$ cat src/rtl/sram_scan_unit.sv
// Scan engine for a dual-port SRAM macro: port 0 is a pass-through for the host,
// port 1 is driven by a credit-limited read pointer that streams words into a 2-entry FIFO.
module sram_scan_unit #(
    parameter int DATA_WIDTH = 32,
    parameter int ADDR_WIDTH = 8,
    parameter int NUM_WMASKS = 4
) (
    input  logic                  clk,
    input  logic                  rst,
    input  logic                  csb0,
    input  logic                  web0,
    input  logic [NUM_WMASKS-1:0] wmask0,
    input  logic [ADDR_WIDTH-1:0] addr0,
    input  logic [DATA_WIDTH-1:0] din0,
    output logic [DATA_WIDTH-1:0] dout0,
    output logic                  sram_csb0,
    output logic                  sram_web0,
    output logic [NUM_WMASKS-1:0] sram_wmask0,
    output logic [ADDR_WIDTH-1:0] sram_addr0,
    output logic [DATA_WIDTH-1:0] sram_din0,
    input  logic [DATA_WIDTH-1:0] sram_dout0,
    output logic                  sram_csb1,
    output logic [ADDR_WIDTH-1:0] sram_addr1,
    input  logic [DATA_WIDTH-1:0] sram_dout1,
    input  logic                  start,
    input  logic                  mode,
    input  logic [ADDR_WIDTH-1:0] base_addr,
    input  logic [ADDR_WIDTH-1:0] end_addr,
    input  logic [ADDR_WIDTH-1:0] stride,
    input  logic                  abort,
    output logic [DATA_WIDTH-1:0] out_data,
    output logic [ADDR_WIDTH-1:0] out_addr,
    output logic                  out_valid,
    input  logic                  out_ready,
    output logic                  busy,
    output logic                  done,
    output logic [1:0]            state_dbg
);

    typedef enum logic [1:0] {IDLE = 2'd0, SCAN = 2'd1, DRAIN = 2'd2} state_t;

    state_t                  state, state_d;
    logic                    mode_q;
    logic [ADDR_WIDTH-1:0]   base_q, end_q, stride_q, ptr;
    logic                    inflight;
    logic [ADDR_WIDTH-1:0]   inflight_addr;
    logic [DATA_WIDTH-1:0]   fifo_data [2];
    logic [ADDR_WIDTH-1:0]   fifo_addr [2];
    logic                    wr_idx, rd_idx;
    logic [1:0]              count;

    logic                    push, pop, collision, credit, issue, last, drain_ok;
    logic [ADDR_WIDTH:0]     ptr_sum;
    logic [2:0]              occupancy;

    assign dout0       = sram_dout0;
    assign sram_csb0   = csb0;
    assign sram_web0   = web0;
    assign sram_wmask0 = wmask0;
    assign sram_addr0  = addr0;
    assign sram_din0   = din0;

    // Output handshake: out_valid means the FIFO head is a real beat; the head stays
    // put until the cycle where out_valid and out_ready are both high, which retires it.
    assign out_valid = (count != 2'd0);
    assign out_data  = fifo_data[rd_idx];
    assign out_addr  = fifo_addr[rd_idx];
    assign pop       = out_valid && out_ready;
    assign push      = inflight;

    // A beat leaving this cycle frees its slot in time for a read issued now.
    assign occupancy = {1'b0, count} + {2'b00, inflight};
    assign credit    = occupancy < (3'd2 + {2'b00, pop});
    assign collision = !csb0 && !web0 && (addr0 == ptr);
    assign issue     = (state == SCAN) && !abort && credit && !collision;

    assign ptr_sum   = {1'b0, ptr} + {1'b0, stride_q};
    assign last      = ptr_sum > {1'b0, end_q};
    assign drain_ok  = !inflight && ((count == 2'd0) || ((count == 2'd1) && pop));

    assign sram_csb1  = !issue;
    assign sram_addr1 = ptr;
    assign busy       = (state != IDLE);
    assign state_dbg  = state;

    always_comb begin
        state_d = state;
        done    = 1'b0;
        case (state)
            IDLE:  if (start) state_d = SCAN;
            SCAN: begin
                if (abort) state_d = DRAIN;
                else if (issue && last && !mode_q) state_d = DRAIN;
            end
            DRAIN: begin
                if (drain_ok) begin
                    state_d = IDLE;
                    done    = 1'b1;
                end
            end
            default: state_d = IDLE;
        endcase
    end

    always_ff @(posedge clk) begin
        if (rst) state <= IDLE;
        else     state <= state_d;
    end

    always_ff @(posedge clk) begin
        if (rst) begin
            mode_q        <= 1'b0;
            base_q        <= '0;
            end_q         <= '0;
            stride_q      <= '0;
            ptr           <= '0;
            inflight      <= 1'b0;
            inflight_addr <= '0;
            fifo_data[0]  <= '0;
            fifo_data[1]  <= '0;
            fifo_addr[0]  <= '0;
            fifo_addr[1]  <= '0;
            wr_idx        <= 1'b0;
            rd_idx        <= 1'b0;
            count         <= 2'd0;
        end else begin
            if (state == IDLE && start) begin
                mode_q   <= mode;
                base_q   <= base_addr;
                end_q    <= end_addr;
                stride_q <= (stride == '0) ? ADDR_WIDTH'(1) : stride;
                ptr      <= base_addr;
            end else if (issue) begin
                ptr <= last ? base_q : ptr_sum[ADDR_WIDTH-1:0];
            end
            inflight <= issue;
            if (issue) inflight_addr <= ptr;
            if (push) begin
                fifo_data[wr_idx] <= sram_dout1;
                fifo_addr[wr_idx] <= inflight_addr;
                wr_idx            <= ~wr_idx;
            end
            if (pop) rd_idx <= ~rd_idx;
            count <= count + {1'b0, push} - {1'b0, pop};
        end
    end

endmodule

$ cat config.mk
export PLATFORM = sky130hd
export DESIGN_NAME = sram_scan_unit
export DESIGN_NICKNAME = d
export VERILOG_FILES = /design/src/rtl/sram_scan_unit.sv
export SDC_FILE = /design/constraint.sdc
export NUM_CORES = 1
export LEC_CHECK = 0
export ABC_AREA = 1
export CORE_MARGIN = 2
export CORE_UTILIZATION = 44
export DETAILED_ROUTE_END_ITERATION = 6
export PLACE_DENSITY = 0.94
export RECOVER_POWER = 25
export SLEW_MARGIN = 20
export SYNTH_ARGS = -nofsm -noshare
export SYNTH_HDL_FRONTEND = slang
export SYNTH_SLANG_ARGS = --single-unit
$ cat constraint.sdc
create_clock -name clk -period 3.8 [get_ports clk]
set_input_delay 0.76 -clock clk [delete_from_list [all_inputs] [get_ports clk]]
set_output_delay 0.76 -clock clk [all_outputs]
set_load 0.1 [all_outputs]
==> results.md <==
Run status:
- The run finished with clean final reports.

STA:
- For the final database, setup skew stands at 0.00651 ns.
- Setup repair after global routing left no endpoint under its margin.
- Setup violations remaining at the end of the flow were counted as 0.
- The hold violation count in the final report is 0.
- Summed over all failing endpoints, the final setup total negative slack is 0 ns.
- At the pin with the least slew margin, the transition time is around 1.5 ns.
- Across all setup checks in the final design, the least slack found is between 0.4 and 0.5 ns.
- The worst-case hold slack is about 0.45 ns.
- The final-report max-slew violation count is 0.
- In this run the tightest slew margin relative to its limit is 3.10%.
- The ratio of final minimum period to clock period is 86.9%.
- Based on the critical path, the design can be clocked at up to a little over 0.3 GHz.
- The shortest clock period the worst path allows after layout is around 3.3 ns.

Floorplan:
- The floorplan step defined a core boundary enclosing between 10,000 and 15,000 sq um.
- The die covers approximately 16,000 sq um.
- In this run the core area contains 44 standard-cell rows.
- The count of pins on the block boundary is ~270.
- The floorplan step set the die width to ~130 microns.
- The effective utilization at floorplan is a little under half.
- In this run the vertical extent of the chip is between 100 and 150 microns.

Yosys:
- The synthesized net count is around 870.
- The share of synthesized area occupied by flip-flops and latches is 51.1%.
- The commonest cells after synthesis are 106 x sky130_fd_sc_hd__nor2_1, 100 x sky130_fd_sc_hd__inv_1, 80 x sky130_fd_sc_hd__edfxtp_1.
- The multiplexer fraction of the synthesized cell area is just under 7%.
- The number of distinct library cells after synthesis is 32.
- The main combinational cell family by area after synthesis is buffers and inverters.
- For this run, asynchronously set or reset flops after synthesis account for 0%.
- Yosys attributes the largest share of cell area to sky130_fd_sc_hd__edfxtp_1 36%, sky130_fd_sc_hd__dfxtp_1 15%, sky130_fd_sc_hd__buf_4 8.8%.
- The area fraction in and, or, nand and nor cells after synthesis is 14.6%.
- The most common cell in the synthesized netlist is sky130_fd_sc_hd__nor2_1.
- Counting flops with a built-in enable in the synthesized netlist gives 80.
- After Yosys synthesis, XOR and XNOR cells account for under 10% of the synthesized area.
- The compound-gate portion of the synthesized area is approximately 6.2%.
- Synthesis produced a netlist whose cell count is 710.
- The largest total area in the synthesized netlist belongs to sky130_fd_sc_hd__edfxtp_1.
- After synthesis, the mean cell area works out to approximately 9.3 sq um.
- The total number of yosys warnings is 0.
- After Yosys synthesis, full adders, half adders and majority gates account for 4.08% of the synthesized area.
- The predominant post-synthesis flop cell is sky130_fd_sc_hd__edfxtp_1.
- Synthesis inferred approximately 130 register bits.
- Summing every instance area after synthesis gives 6620 sq um.
- The area fraction of the dominant cell type after synthesis is 36.3%.

Critical path:
- In this run the worst setup path terminates at state_dbg[1]$_SDFFE_PP0P_.
- The cell count of the worst reg-to-reg path is 20.
- The critical path goes through ha_1 > fa_1 > nand3_1 > nand3_1 > nand2_1 > nand2_1 > xnor2_1 > inv_1 > ha_1 > a21o_1 > a21oi_1 > nand2_1 > nand2_1 > nand2_1 > nand2_1 > nand3_2 > nand2_1 > nand2_1 > nand2_1 > nor2_1.
- STA puts the critical path data required time at between 4 and 5 ns.
- The timing startpoint of the critical path is sram_addr1[0]$_SDFFE_PP0P_.
- The launching point of the worst reg2reg path is sram_addr1[0]$_SDFFE_PP0P_.
- The flop-to-flop setup slack is a little under 0.5 ns.
- The worst setup path is captured at a register.
- The count of buffering cells on the critical path with inverters included is 1.
- Of all nets on the critical path, the largest fanout is 9.
- The worst-path cell with the longest stage delay is sky130_fd_sc_hd__fa_1.
- The kind of start point of the critical path is a register.
- The end of the worst register-to-register path is state_dbg[1]$_SDFFE_PP0P_.
- The data arrival time at the worst-slack endpoint is 3.57 ns.
- The family of cells with the greatest summed delay on the critical path is simple AND/OR/NAND/NOR gates.
- The number of stages on the worst setup path is 20.
- The worst setup path is of the register to register kind.
- The most numerous cell on the critical path is sky130_fd_sc_hd__nand2_1.
- For this run, the slowest stage of the critical path takes 0.41 ns.

Routing:
- The routed wire length is about 15 mm.
- The DRC violation count after routing is 0.
- The wire length per cell after detailed routing is about 15 microns.
- In the routed layout, each cell is associated on average with a via count of a little under 5.
- In this run the remaining antenna-violating nets after routing total 0.
- The DRC violation total after the first TritonRoute iteration is between 200 and 300.
- The routed layout has roughly 4,800 vias.
- Before antenna repair, the detailed router went through 6 iterations.

CTS:
- The number of buffers created by CTS is 17.
- The buffer count from post-CTS setup fixing is 0.
- The number of gates resized after CTS was 0.
- The quantity of hold-fixing buffers added after cts is 0.
- Clock-pin slew was measured on the worst setup and hold paths at approximately 0.060 ns.
- The maximum level of the CTS H-tree is 4.
- Clock latency on the worst-skew pair, taken at its later pin, is about 0.42 ns.
- CTS placed an instance of sky130_fd_sc_hd__clkbuf_16 at the clock tree root.
- The worst-case clock buffer depth is 2.
- TritonCTS built the clock tree.
- The clock drives around 130 sinks.

Run:
- Across the run, the number of max-cap violations was 0.

Cells and area:
- The share of final-layout standard cells stronger than drive strength 1 is ~18%.
- The number of antenna diodes in the final layout is 0.
- The post-layout net count is 932.
- The synthesis-to-finish area growth is 21.4%.
- The number of cells in the finished layout apart from fillers is slightly below 1,000.

Global route:
- For this run, the total global-route usage over all layers was measured as 18.8%.
- The number of global-route vias before repair was ~4,800.
- The largest net degree at the start of global routing is between 40 and 50.
- After global routing the overflow that remains totals 0.
- The wire length of the first global-routing pass is about 23 mm.
- The initial antenna violation count is 0.

Placed design:
- Timing analysis after detailed placement gives a worst setup slack of 0.570 ns.
- The final RePlAce weighted congestion is between 0.9 and 1.
- The detailed placement HPWL is 10.3 mm.
- The total placed cells including tap cells is 936.
- Buffers placed on the I/O ports in this run total 135.

Power and ir drop:
- Summed over all cells, the static leakage comes to around 3.5 nW.
- IR analysis of the VDD net gives a maximum drop of ~0.00035 V.
- Summing internal, switching and leakage power gives around 5 mW.
- Dividing total power by cell area gives a power density of ~620 nW/um^2.

Min path:
- The type of the worst min-delay path is register to register.
## power by group
part	internal [mW]	leakage [nW]	switching (mW)
sequential	1.58	1.23	0.106
combinational	0.478	2.04	1.23
clock	0.973	0.282	0.613
## cell families after synthesis
group                      count (synthesis)
adders and majority gates                 21
xor gates and xnor gates                   8
muxes                                     40
and+or+nand+nor                          229
DFF                                      129
AOI/OAI and AO/OA                         80
buffers and inverters                    203
## metal layers
metal	track usage [%]	routed length (microns)	up-vias
met5	0	0	-
met4	8.40	271	0
met3	7.42	1150	22
met2	30.4	6930	209
met1	22.4	6280	2225
li1	-	-	2358
## how the worst min path moves through the flow
| stage | slack, ns | start | cells after the start | endpoint |
|---|---|---|---|---|
| floorplan | 0.43 | rd_idx$_SDFFE_PP0P_ | 1 | register |
| global placement | 0.43 | rd_idx$_SDFFE_PP0P_ | 1 | register |
| detailed placement | 0.43 | rd_idx$_SDFFE_PP0P_ | 1 | register |
| CTS | 0.44 | rd_idx$_SDFFE_PP0P_ | 1 | register |
| global route | 0.49 | base_q[1]$_SDFFE_PP0P_ | 2 | base_q[1]$_SDFFE_PP0P_ |
| finish | 0.45 | rd_idx$_SDFFE_PP0P_ | 1 | register |
## cell type report
type | instances | area, sq um
Clock buffer | 18 | 429
Clock inverter | 14 | 155
Fill cell | 1282 | 6600
Inverter | 100 | 375
Multi-Input combinational cell | 378 | 2170
Sequential cell | 129 | 3380
Tap cell | 184 | 230
Timing Repair Buffer | 145 | 1290
## state kept, by name, summed over array words and instances (netlist names), 2 cells and up, named ones only
| signal | cells |
|---|---|
| fifo_data | 64 |
| fifo_addr | 16 |
| base_q | 8 |
| end_q | 8 |
| inflight_addr | 8 |
| sram_addr1 | 8 |
| stride_q | 8 |
| count | 2 |
| state_dbg | 2 |
## worst reg2reg max path: stages (launching register included)
cell,delay (ns)
sky130_fd_sc_hd__dfxtp_1,0.35
sky130_fd_sc_hd__ha_1,0.26
sky130_fd_sc_hd__fa_1,0.41
sky130_fd_sc_hd__nand3_1,0.09
sky130_fd_sc_hd__nand3_1,0.12
sky130_fd_sc_hd__nand2_1,0.08
sky130_fd_sc_hd__nand2_1,0.08
sky130_fd_sc_hd__xnor2_1,0.19
sky130_fd_sc_hd__inv_1,0.06
sky130_fd_sc_hd__ha_1,0.29
sky130_fd_sc_hd__a21o_1,0.18
sky130_fd_sc_hd__a21oi_1,0.11
sky130_fd_sc_hd__nand2_1,0.06
sky130_fd_sc_hd__nand2_1,0.05
sky130_fd_sc_hd__nand2_1,0.04
sky130_fd_sc_hd__nand2_1,0.23
sky130_fd_sc_hd__nand3_2,0.25
sky130_fd_sc_hd__nand2_1,0.12
sky130_fd_sc_hd__nand2_1,0.07
sky130_fd_sc_hd__nand2_1,0.06
sky130_fd_sc_hd__nor2_1,0.03
## metrics by stage
| step | cell area, sq um | utilization, % |
|---|---|---|
| after floorplan | 6620 | - |
| after global placement | 7470 | 51.0 |
| after detailed placement | 7470 | 51.0 |
| after CTS | 8060 | 55.0 |
| after global routing | 8040 | 54.9 |
| final | 8040 | 54.9 |
## cells in the final DEF, fill, tap and decap left out, types with 12 or more instances in the layout
cell / instances
sky130_fd_sc_hd__nor2_1: 106
sky130_fd_sc_hd__inv_1: 100
sky130_fd_sc_hd__edfxtp_1: 80
sky130_fd_sc_hd__mux2_2: 40
sky130_fd_sc_hd__nand3_1: 25
sky130_fd_sc_hd__buf_4: 57
sky130_fd_sc_hd__clkbuf_16: 17
sky130_fd_sc_hd__clkdlybuf4s50_1: 82
sky130_fd_sc_hd__o21ai_0: 29
sky130_fd_sc_hd__a21oi_1: 47
sky130_fd_sc_hd__ha_1: 20
sky130_fd_sc_hd__dfxtp_1: 48
sky130_fd_sc_hd__nand2_1: 72
sky130_fd_sc_hd__nand4_1: 12
(Power assumes the default switching activity.)
